**src/rtl/instr_fetch_queue.sv**
```systemverilog
// instr_fetch_queue: fetch stage; owns the PC, issues imem word requests,
// queues returned words in order and hands {instr, pc} to decode.
// Ports: i_clk, i_rst_n | imem: o_imem_req/o_imem_addr/i_imem_ready,
//   i_imem_rvalid/i_imem_rdata | i_redirect/i_redirect_pc |
//   decode: o_valid/o_instr/o_pc/i_ready
module instr_fetch_queue #(
  parameter logic [31:0] RESET_PC = 32'h0000_0000,
  parameter int          DEPTH    = 2
) (
  input  logic        i_clk,
  input  logic        i_rst_n,
  output logic        o_imem_req,
  output logic [31:0] o_imem_addr,
  input  logic        i_imem_ready,
  input  logic        i_imem_rvalid,
  input  logic [31:0] i_imem_rdata,
  input  logic        i_redirect,
  input  logic [31:0] i_redirect_pc,
  output logic        o_valid,
  output logic [31:0] o_instr,
  output logic [31:0] o_pc,
  input  logic        i_ready
);

  localparam int PW = $clog2(DEPTH);
  localparam int CW = $clog2(DEPTH + 1);
  localparam logic [CW:0]   LIM = (CW + 1)'(DEPTH);
  localparam logic [CW-1:0] ONE = CW'(1);
  localparam logic [31:0]   NOP = 32'h0000_0013;

  typedef enum logic {
    S_RUN,
    S_DRAIN
  } state_t;

  state_t        r_state;
  state_t        w_state_nx;
  logic [31:0]   r_pc;
  logic [31:0]   r_rpc;
  logic [31:0]   r_instr [DEPTH];
  logic [31:0]   r_epc   [DEPTH];
  logic [PW-1:0] r_wr;
  logic [PW-1:0] r_rd;
  logic [CW-1:0] r_cnt;
  logic [CW-1:0] r_out;
  logic [CW-1:0] r_drop;
  logic [CW-1:0] w_drop_nx;
  logic [CW-1:0] w_out_dec;
  logic [31:0]   w_rdpc;
  logic          w_credit;
  logic          w_issue;
  logic          w_keep;
  logic          w_pop;
  logic          w_unused;

  // Outstanding already includes words still to be dropped,
  // so the credit check covers them without extra terms.
  assign w_credit  = ({1'b0, r_cnt} + {1'b0, r_out}) < LIM;
  assign o_imem_req  = i_rst_n & ~i_redirect & w_credit;
  assign o_imem_addr = r_pc;
  assign w_issue   = o_imem_req & i_imem_ready;

  assign w_keep = i_imem_rvalid & ~i_redirect
                & (r_state == S_RUN);
  assign w_pop  = o_valid & i_ready & ~i_redirect;

  assign o_valid = (r_cnt != '0);
  assign o_instr = r_instr[r_rd];
  assign o_pc    = r_epc[r_rd];

  assign w_out_dec = r_out - CW'(i_imem_rvalid);
  assign w_rdpc    = {i_redirect_pc[31:2], 2'b00};
  assign w_unused  = &{1'b0, i_redirect_pc[1:0]};

  // DRAIN holds exactly while stale responses remain to be dropped.
  always_comb begin
    w_state_nx = r_state;
    w_drop_nx  = r_drop;
    if (i_redirect) begin
      w_drop_nx  = w_out_dec;
      w_state_nx = (w_out_dec != '0) ? S_DRAIN : S_RUN;
    end else begin
      unique case (r_state)
        S_RUN: begin
          w_state_nx = S_RUN;
        end
        S_DRAIN: begin
          if (i_imem_rvalid) begin
            w_drop_nx = r_drop - ONE;
            if (r_drop == ONE) w_state_nx = S_RUN;
          end
        end
      endcase
    end
  end

  always_ff @(posedge i_clk or negedge i_rst_n) begin
    if (!i_rst_n) begin
      r_state <= S_RUN;
      r_pc    <= RESET_PC;
      r_rpc   <= RESET_PC;
      r_wr    <= '0;
      r_rd    <= '0;
      r_cnt   <= '0;
      r_out   <= '0;
      r_drop  <= '0;
      for (int i = 0; i < DEPTH; i++) begin
        r_instr[i] <= NOP;
        r_epc[i]   <= '0;
      end
    end else begin
      r_state <= w_state_nx;
      r_drop  <= w_drop_nx;
      r_out   <= w_out_dec + CW'(w_issue);
      if (i_redirect) begin
        r_pc  <= w_rdpc;
        r_rpc <= w_rdpc;
        r_cnt <= '0;
        r_rd  <= r_wr;
      end else begin
        if (w_issue) r_pc <= r_pc + 32'd4;
        if (w_keep) begin
          r_instr[r_wr] <= i_imem_rdata;
          r_epc[r_wr]   <= r_rpc;
          r_wr          <= r_wr + PW'(1);
          r_rpc         <= r_rpc + 32'd4;
        end
        if (w_pop) r_rd <= r_rd + PW'(1);
        r_cnt <= r_cnt + CW'(w_keep) - CW'(w_pop);
      end
    end
  end

  a_rsp_credit: assert property (
    @(posedge i_clk) disable iff (!i_rst_n)
    i_imem_rvalid |-> (r_out != '0)
  );

endmodule

```
**config.mk**
```make
export PLATFORM = sky130hd
export DESIGN_NAME = instr_fetch_queue
export DESIGN_NICKNAME = d
export VERILOG_FILES = /design/src/rtl/instr_fetch_queue.sv
export SDC_FILE = /design/constraint.sdc
export NUM_CORES = 1
export LEC_CHECK = 0
export ABC_CLOCK_PERIOD_IN_PS = 6500
export BUFFER_PORTS_ARGS = -buffer_cell sky130_fd_sc_hd__buf_4
export CELL_PAD_IN_SITES_DETAIL_PLACEMENT = 1
export CELL_PAD_IN_SITES_GLOBAL_PLACEMENT = 2
export CORE_MARGIN = 8
export CORE_UTILIZATION = 40
export CTS_CLUSTER_SIZE = 25
export DETAILED_ROUTE_END_ITERATION = 6
export GPL_ROUTABILITY_DRIVEN = 0
export PLACE_DENSITY_LB_ADDON = 0.1
export SYNTH_ARGS = -nofsm -noshare
export SYNTH_HDL_FRONTEND = slang
export SYNTH_SLANG_ARGS = --single-unit
```
**constraint.sdc**
```tcl
create_clock -name i_clk -period 6.5 [get_ports i_clk]
set_clock_uncertainty 0.2 [all_clocks]
set_input_delay 0.65 -clock i_clk [delete_from_list [all_inputs] [get_ports i_clk]]
set_output_delay 0.65 -clock i_clk [all_outputs]
set_load 0.05 [all_outputs]
```
==> metrics <==
status completed; num rows 56; fin. max-slew vios 0; Slowest Stage Delay on Critical Path 0.51 ns; register area share after synthesis 51.9%; GRT Residual Overflow 0; Slew Limit Headroom 30.9%; CP Cell Sequence and2_1, fa_1, nor4b_4, nand2_1, buf_4, inv_2, nor2_1, o21ai_0, o311ai_0; routed vias/inst 5.33; f_max 305 MHz; buffer count from post-CTS setup fixing 0; first drt pass iteration count 4; RSZ-0062 raised after global routing no; Synth area leader dfrtp_1; CP max stage cell nor4b_4; CTS H-tree lvls 4; compound-cell area share of the yosys netlist 4.86%; Netlist cell types 50; Syn Inst Count 758; Worst VDD drop 0.000182 V; largest net degree at the start of global routing 85; die width 169 µm; WL final 25700 µm; Final HPWL DP 18500 µm; Hold Slack 0.0647 ns; Clk Latency, worst-skew pair 0.43 ns; Initial Util 40.1%; Hold Vio Cnt, Final 0; Async SR Flop Fraction 100%; Reg clk slew, reported paths 0.08 ns; root cell of the clock tree clkbuf_16; area of the multi-input gates 4250 µm²; adder-cell share of the synthesized area 1.16%; Lkg Pwr 4.98 nW; Synth-to-Final Area Change 22.4%; share of the synthesized area in the top cell type 50.3%; post-synthesis mux area share 24.4%; Crit Path Category reg2reg; nets 985; Total GRT Usage 18.5%; first-pass GRT wire length 41800 µm; CTS Buf Count 17; cts hold-fix bufs 0; XOR/XNOR share of the synthesized area 4.14%; Sum Neg Setup Slack 0 ns; Synth top cells by count mux2_2, dfrtp_1, nand2_1, nand4_1, nand3_1; post-synthesis cell area 9310 µm²; Sink Count 193; register bit count reported by yosys 193; CP delay by family, top simple AND/OR/NAND/NOR gates; vias in the first global route 7478; clock tree buffer depth 2; Most used DFF post-synth dfrtp_1; EDFF count, synth 0; CTS tree built; MaxCap Viol Count 0; main combinational cell family by area after synthesis multiplexers; antenna viol nets, final 0; initial drt markers 284; Avg Cell Area, Syn 12.3 µm²; DR DRC count 0; die area 28400 µm²; io pins 168; WP data required 6.59 ns; synth top area cells dfrtp_1, mux2_2, nand2_1; Worst-Margin Slew 1.04 ns; YS warnings 0; Arr. time, crit path 3.37 ns; Simple-Gate Fraction of Synth Area 10.8%; # fillers 2420; Startpoint Class flop; die height 169 µm; setup violators final 0; fin crit share 50.5%; via count 6598; Reg area 4840 µm²; pwr/cell area 508 nW/µm²; Routed wire per std cell 20.7 µm; antenna cells 0; post-CTS sizing 0; initial antenna violation count 0; count leader, synth mux2_2; PortBufs 161; minimum clock period after layout 3.28 ns; share of layout cells above drive strength 1 45.7%; total core area 23200 µm²; CP max FO 22; HP Class in2async; CP endpoint kind flop; CP Buf/Inv Count 2
[cell families after synthesis]
| kind of cell | Yosys count |
|---|---|
| muxes | 202 |
| DFF | 193 |
| and+or+nand+nor | 186 |
| AOI/OAI and AO/OA | 72 |
| buffers and inverters | 52 |
| xor gates and xnor gates | 44 |
| adders and majority gates | 8 |
| other | 1 |
[flip-flops by register name, summed over array words and instances, names as in the netlist]
| register | flops |
|---|---|
| r_rpc | 30 |
| r_state | 1 |
| r_epc | 60 |
| r_wr | 1 |
| r_cnt | 2 |
| r_drop | 2 |
| r_rd | 1 |
| o_imem_addr | 30 |
| r_instr | 64 |
| r_out | 2 |
[layer usage]
metal / track usage (%) / vias up / share of wire, %
met1: 23.7 / 3404 / 45
met4: 4.46 / 0 / 1.2
met5: 0 / - / 0
met3: 4.31 / 24 / 4.0
li1: - / 3024 / -
met2: 31.1 / 146 / 49
[through the flow]
stage | instances | setup slack, ns | cell area (µm²) | util (%) | total power, mW
global placement | 1207 | 3.01 | 10800 | 46.5 | 4.68
CTS | 1239 | 3.21 | 11400 | 49.1 | 5.88
floorplan | 761 | 3.54 | 9320 | - | 3.94
global route | 1239 | 2.98 | 11400 | 49.1 | 6.10
detailed placement | 1207 | 2.89 | 10800 | 46.5 | 4.79
finish | 1239 | 3.22 | 11400 | 49.1 | 5.79
[power by group]
group	switching (mW)	total (mW)	internal, mW
clock network	0.484	1.06	0.580
logic	1.72	2.79	1.07
registers	0.281	1.94	1.66
total	2.48	5.79	3.31
[cell type report]
| type | count | area share, % |
|---|---|---|
| timing repair buffer | 168 | 11.1 |
| sequential | 193 | 42.4 |
| clock inverter | 15 | 1.57 |
| inverter | 11 | 0.362 |
| tap | 319 | 3.50 |
| multi-input combinational | 516 | 37.3 |
| clock buffer | 17 | 3.73 |
[final timing paths]
kind / cells past startpoint / from / slack [ns] / to
worst max-delay path: 9 / r_cnt[0] / 3.22 / o_imem_addr[28]
worst max register to register: 9 / r_cnt[0] / 3.22 / o_imem_addr[28]
worst min register to register: 1 / r_instr[23] / 0.30 / r_instr[23]
min in group i_clk: 3 / i_redirect_pc[27] / 0.25 / r_rpc[27]
worst min-delay path: 1 / i_rst_n / 0.06 / r_instr[25]
max in group asynchronous: 2 / i_rst_n / 4.72 / o_imem_addr[17]
[cell usage in the layout, fill, tap and decap left out, types with 6 or more instances in the layout]
cell type,n
clkbuf_16,17
nand3_1,28
mux2_2,199
nand2_1,54
a21oi_1,8
xnor2_1,23
o311ai_0,7
buf_4,167
ha_1,7
o211ai_1,13
xor2_1,21
and3_1,14
and2_1,7
nand4_1,29
inv_1,10
dfstp_2,6
dfrtp_1,186
o21ai_0,27
nor2_1,24
clkinv_4,6
(Power assumes the default switching activity.)
